File: config.mk
export PLATFORM = sky130hd
export DESIGN_NAME = mainfsm_decoder
export DESIGN_NICKNAME = d
export VERILOG_FILES = /design/src/rtl/mainfsm_decoder.sv
export SDC_FILE = /design/constraint.sdc
export NUM_CORES = 1
export LEC_CHECK = 0
export CAP_MARGIN = 0
export CORE_MARGIN = 2
export CORE_UTILIZATION = 30
export CTS_CLUSTER_DIAMETER = 30
export DETAILED_ROUTE_END_ITERATION = 6
export PLACE_DENSITY_LB_ADDON = 0.1
export SYNTH_ARGS = -nofsm -noshare
export SYNTH_HDL_FRONTEND = slang
export SYNTH_SLANG_ARGS = --single-unit
File: constraint.sdc
create_clock -name clk -period 1.6 [get_ports clk]
set_input_delay 0.32 -clock clk [delete_from_list [all_inputs] [get_ports clk]]
set_output_delay 0.32 -clock clk [all_outputs]
set_load 0.005 [all_outputs]
File: src/rtl/mainfsm_decoder.sv
// Multicycle ARM control: main FSM, ALU decoder and PC-write logic.
// Drives unconditioned PCs/RegW/MemW/FlagW for condlogic plus datapath selects.
module mainfsm_decoder #(
    parameter logic [3:0] PC_REG       = 4'd15,
    parameter bit         UNKNOWN_TRAP = 1'b0
) (
    input  logic       clk,
    input  logic       reset,
    input  logic [1:0] Op,
    input  logic [5:0] Funct,
    input  logic [3:0] Rd,
    output logic       PCs,
    output logic       NextPC,
    output logic       RegW,
    output logic       MemW,
    output logic [1:0] FlagW,
    output logic       IRWrite,
    output logic       AdrSrc,
    output logic [1:0] ResultSrc,
    output logic       ALUSrcA,
    output logic [1:0] ALUSrcB,
    output logic [1:0] ALUControl,
    output logic [1:0] ImmSrc,
    output logic [1:0] RegSrc,
    output logic [3:0] State
);

    typedef enum logic [3:0] {
        S_FETCH    = 4'd0,
        S_DECODE   = 4'd1,
        S_MEMADR   = 4'd2,
        S_MEMREAD  = 4'd3,
        S_MEMWB    = 4'd4,
        S_MEMWRITE = 4'd5,
        S_EXECUTER = 4'd6,
        S_EXECUTEI = 4'd7,
        S_ALUWB    = 4'd8,
        S_BRANCH   = 4'd9,
        S_UNKNOWN  = 4'd10
    } state_t;

    state_t state_q, state_d;
    logic   alu_op;
    logic   branch;

    always_ff @(posedge clk) begin
        if (reset) begin
            state_q <= S_FETCH;
        end else begin
            state_q <= state_d;
        end
    end

    always_comb begin
        state_d = S_FETCH;
        case (state_q)
            S_FETCH:  state_d = S_DECODE;
            S_DECODE: begin
                unique case (Op)
                    2'b00:   state_d = Funct[5] ? S_EXECUTEI : S_EXECUTER;
                    2'b01:   state_d = S_MEMADR;
                    2'b10:   state_d = S_BRANCH;
                    default: state_d = S_UNKNOWN;
                endcase
            end
            S_MEMADR:   state_d = Funct[0] ? S_MEMREAD : S_MEMWRITE;
            S_MEMREAD:  state_d = S_MEMWB;
            S_EXECUTER: state_d = S_ALUWB;
            S_EXECUTEI: state_d = S_ALUWB;
            S_UNKNOWN:  state_d = UNKNOWN_TRAP ? S_UNKNOWN : S_FETCH;
            default:    state_d = S_FETCH;
        endcase
    end

    // Moore control outputs, decoded purely from the current state
    always_comb begin
        NextPC    = 1'b0;
        RegW      = 1'b0;
        MemW      = 1'b0;
        IRWrite   = 1'b0;
        AdrSrc    = 1'b0;
        ResultSrc = 2'b00;
        ALUSrcA   = 1'b0;
        ALUSrcB   = 2'b00;
        alu_op    = 1'b0;
        branch    = 1'b0;
        case (state_q)
            S_FETCH: begin
                IRWrite   = 1'b1;
                NextPC    = 1'b1;
                ALUSrcA   = 1'b1;
                ALUSrcB   = 2'b10;
                ResultSrc = 2'b10;
            end
            S_DECODE: begin
                ALUSrcA   = 1'b1;
                ALUSrcB   = 2'b10;
                ResultSrc = 2'b10;
            end
            S_MEMADR:   ALUSrcB = 2'b01;
            S_MEMREAD:  AdrSrc = 1'b1;
            S_MEMWB: begin
                ResultSrc = 2'b01;
                RegW      = 1'b1;
            end
            S_MEMWRITE: begin
                AdrSrc = 1'b1;
                MemW   = 1'b1;
            end
            S_EXECUTER: alu_op = 1'b1;
            S_EXECUTEI: begin
                ALUSrcB = 2'b01;
                alu_op  = 1'b1;
            end
            S_ALUWB:    RegW = 1'b1;
            S_BRANCH: begin
                ALUSrcB   = 2'b01;
                ResultSrc = 2'b10;
                branch    = 1'b1;
            end
            default: ;
        endcase
    end

    // Unsupported commands decode to ADD with no flag update
    always_comb begin
        ALUControl = 2'b00;
        FlagW      = 2'b00;
        if (alu_op) begin
            case (Funct[4:1])
                4'b0100: FlagW = {Funct[0], Funct[0]};
                4'b0010: begin
                    ALUControl = 2'b01;
                    FlagW      = {Funct[0], Funct[0]};
                end
                4'b0000: begin
                    ALUControl = 2'b10;
                    FlagW      = {Funct[0], 1'b0};
                end
                4'b1100: begin
                    ALUControl = 2'b11;
                    FlagW      = {Funct[0], 1'b0};
                end
                default: ;
            endcase
        end
    end

    assign PCs    = (RegW && (Rd == PC_REG)) || branch;
    assign ImmSrc = Op;
    assign RegSrc = {Op == 2'b01, Op == 2'b10};
    assign State  = state_q;

endmodule

Word level (Yosys, flattened, before mapping)
Index checks and enable logic that the tools add are counted.

word-level totals
  flip-flop bits (word level) = 4
  bits in latches = 0
  memory bits (writable) = 0
  ROM bits = 0
  input bits = 14
  output and inout bits = 23
  word-level logic and storage cells = 46
  memories kept = 0

cells by class
  add/sub/neg operators = 0
  multiply operators = 0
  div/mod/pow operators = 0
  order comparisons = 0
  eq/ne operators = 15
  shift-type cells = 0
  multiplexer cells = 17
  bitwise gates (word level) = 0
  reductions and logical operators = 13

operator list
  cell                                                             number
  4-bit by 3-bit == test with 1-bit output, second input constant  5
  4-bit case mux with 5 select lines                               1
  4-bit == test, second input constant                             4
  4-bit by 2-bit == test with 1-bit output, second input constant  3
  2-bit case mux with 2 select lines                               3
  4-bit case mux with 3 select lines                               1
  2-bit OR reduction                                               6
  4-bit zero test                                                  2
  1-bit 2-to-1 mux                                                 8
  2-bit case mux with 3 select lines                               1
  3-bit OR reduction                                               2
  4-bit by 1-bit == test with 1-bit output, second input constant  1
  2-bit 2-to-1 mux                                                 2
  3-bit 2-to-1 mux                                                 1
  2-bit by 1-bit == test with 1-bit output, second input constant  1
  2-bit == test, second input constant                             1
  2-bit zero test                                                  1
  1-bit logical AND                                                1
  1-bit logical OR                                                 1

Logic depth before layout (Yosys ltp)
  depth after elaboration = 5
  mapped depth = 4
  depth with buffers taken out = 3

Least setup slack after synthesis
No wires, ideal clock.

  path kind = reg2out
  from = register state_q[1], in the netlist State[1]
  to = output port NextPC
  data arrival time = 1.150 ns
  required time = 1.280 ns
  slack = 0.130 ns
  stages on the path, launching flop included = 5
  path through = dfxtp_1 -> buf_2 -> buf_2 -> nor4_1 -> buf_4

between the ends
  longest elaborated chain between the ends = 2

RTL lines
  element                 RTL line  RTL
  from (decl)             42        state_t state_q, state_d;
  from (signal assigned)  50        state_q <= state_d;
  4-bit zero test         n/a
  1-bit 2-to-1 mux        n/a
  to (decl)               13        output logic NextPC,

Every way passes these cells.

Worst setup path after layout
  from = register state_q[3], in the netlist State[3]
  to = output port FlagW[1]

between the ends
  longest elaborated chain between the ends = 4
  elaborated cells between the ends (all ways) = 5

RTL lines
  element                                   RTL line  RTL
  4-bit by 3-bit == test with 1-bit output  87        case (state_q)
  2-bit OR reduction (no source line) *     n/a
  1-bit 2-to-1 mux *                        87
  2-bit 2-to-1 mux *                        129       if (alu_op) begin
  to (decl)                                 16        output logic [1:0] FlagW,

Mark *: on every way between the ends. The rest lies on a longest branch, timed or not.

==> impl_metrics.csv <==
group,metric,value,unit
synthesis,postSynthCellCount,60,
place,gp_congestion,0.7481,
pwr,sw_frac_of_total,31.77,%
finish,nets,134,
die,num_io_pins,37,
synthesis,synth-seq-cells,4,
die,start_util,31.07,%
grt,grt_pass1_wl,2.518,mm
sta,finClkSkew,0.0001778,ns
finish,drive_above_1_share,50.00,%
grt,grt_max_degree,10,
sta,fmax,583.4,MHz
routing,detail-route-antenna-nets,0,
sta,setup-violations-final,7,
place,placed_area,903.4,sq um
clock_tree,cts-buffers-inserted,3,
sta,post-route-period-util,107.1,%
routing,routed_via_density,4.873,
worst_setup_path,path_class,"reg2out",
die,die-area,0.001832,sq mm
clock_tree,hold_buffers,0,
pwr,p_comb_share,56.8,%
synthesis,syn_nets,74,
finish,diodes,0,
die,row_count,14,
pwr,clkPwrFrac,21.9,%
job,cap_violations,0,
routing,post_drt_wl_per_cell,13.06,microns
sta,slew_violations,0,
routing,routed_wl,1.750,mm
grt,grt_use_total,17.19,%
grt,grt_pass1_vias,590,
sta,holdWs,0.6106,ns
synthesis,ys_types,28,
sta,tightest_slew,0.2291,ns
sta,hold_violations,0,
routing,drtIter0Drc,5,
die,core,0.001454,sq mm
pwr,intPower,392.9,uW
grt,grt-ovfl-total,0,
worst_setup_path,crit_path_max_fanout,4,
finish,area_growth,129.9,%
synthesis,syn_area,451.7,sq um
outcome,violations,"setup timing",
worst_setup_path,end_kind,"output pin",
die,die_h,42.80,microns
sta,min_period,1.714,ns
routing,drc,0,
pwr,p_switching,182.9,uW
synthesis,synth-edff-count,0,
pwr,power.total,575.8,uW
hold_path,hp-class,"reg2reg",
clock_tree,tritoncts,"done",
place,numPortBuffers,36,
pwr,leakage,0.5040,nW
routing,num_vias,653,
worst_setup_path,worst-endpoint-arrival,1.39,ns
sta,relSlewSlack,84.52,%
place,dpl.hpwl,1.123,mm
grt,antenna_found_initial,0,
finish,post-route-cell-area,0.001039,sq mm
synthesis,syn_avg_cell_area,7.528,sq um
finish,largest_reg_flops,4,
outcome,status,"finished, violations left",
clock_tree,path_clk_slew,0.04,ns
synthesis,synth_ff_type,"dfxtp_1",
sta,rsz0062_at_grt,"true",
synthesis,yosys_warnings,0,
sta,fin_tns_setup,-0.4951,ns
die,die_x,42.80,microns
sta,fin_ws,-0.1141,ns
clock_tree,clk_path_buf_depth,2,
pwr,vdd_drop_max,352.8,uV
clock_tree,cts_root_buf,"clkbuf_4",
worst_setup_path,required,1.28,ns
clock_tree,worstSkewPairLatency,0.23,ns
pwr,seqPwrFrac,21.3,%
synthesis,async_flop_share,0,%
pwr,power-per-cell-area,554.4,mW/mm^2
clock_tree,clock-sinks,4,
worst_setup_path,cp-start-kind,"flip-flop",
clock_tree,h-tree-depth,1,
synthesis,ys_seq_area_share,17.73,%
routing,firstDrtPassIters,4,
## critical path, stage by stage (launching register included)
cell and delay (ns):
dfxtp_4 0.34, and2b_2 0.25, buf_6 0.11, nand4b_1 0.15
a211oi_2 0.17, buf_2 0.13
## logic make-up after synthesis
logic type             after synthesis  synth area share (%)
flip-flops                           4                 17.73
AND/OR/NAND/NOR                     33                 46.53
buffers and inverters                9                 13.29
XOR/XNOR                             2                 3.879
AO/OA/AOI/OAI                       12                 18.56
## cell type report
class	count	area [sq um]
Timing Repair Buffer	63	521.8
Fill cell	128	415.4
Multi-Input combinational cell	47	375.4
Sequential cell	4	95.09
Clock buffer	3	22.52
Tap cell	16	20.02
Inverter	1	3.754
## synth_stat cells, drive strengths merged, types with 2 or more instances
| cell | instances | area (sq um) |
|---|---|---|
| nand2b | 3 | 26.27 |
| nor2b | 6 | 45.04 |
| a21oi | 4 | 20.02 |
| buf | 8 | 56.30 |
| a211oi | 2 | 15.01 |
| nor3b | 2 | 15.01 |
| a22oi | 2 | 15.01 |
| nor4 | 2 | 12.51 |
| xnor2 | 2 | 17.52 |
| dfxtp | 4 | 80.08 |
| nor3 | 6 | 30.03 |
| nand3 | 2 | 10.01 |
| nand3b | 2 | 15.01 |
| and2b | 2 | 16.27 |
| o21ai | 2 | 10.01 |
| nor2 | 4 | 15.01 |
## power groups by stage
| stage | combinational [mW] | clock [mW] | sequential, mW |
|---|---|---|---|
| 2_1_floorplan | 0.121 | 0 | 0.117 |
| 3_3_place_gp | 0.285 | 0 | 0.126 |
| 3_5_place_dp | 0.288 | 0 | 0.126 |
| 4_1_cts | 0.282 | 0.130 | 0.126 |
| 5_1_grt | 0.351 | 0.139 | 0.124 |
| 6_report | 0.327 | 0.126 | 0.123 |
## layout by cell type, fill, tap and decap left out, types with 4 or more instances in the layout
cell / n
buf_4: 23
nor3_2: 4
buf_6: 4
buf_2: 8
dlygate4sd2_1: 9
clkdlybuf4s50_1: 13
dfxtp_4: 4
nor2_1: 4
## layer usage
| layer | track usage (%) | routed length [microns] |
|---|---|---|
| met3 | 2.128 | 65 |
| met1 | 23.27 | 711 |
| met5 | 0 | 0 |
| met2 | 26.97 | 934 |
| met4 | 7.500 | 39 |
## repair_timing
action	4_1_cts	5_1_grt
pin swaps	4	4
setup buffers	4	6
gates resized for setup	60	19
setup endpoints to repair	23	14
## final timing paths
kind / from / end / slack, ns / cells after the start
setup reg to reg: State[2]$_SDFF_PP0_ / State[0]$_SDFF_PP0_ / 0.44 / 3
setup / recovery: State[3]$_SDFF_PP0_ / FlagW[1] / -0.11 / 5
hold / removal: State[3]$_SDFF_PP0_ / State[3]$_SDFF_PP0_ / 0.61 / 2
hold reg to reg: State[3]$_SDFF_PP0_ / State[3]$_SDFF_PP0_ / 0.61 / 2
## per-stage QoR
stage	util, %	setup slack, ns	std cells
after floorplan	-	0.1304	60
after global placement	62.13	-0.4574	121
after detailed placement	62.13	-0.4939	121
after CTS	65.49	-0.2298	128
after global routing	71.43	-0.2246	134
final	71.43	-0.1141	134
No activity file was read; power rests on OpenSTA's default activity.
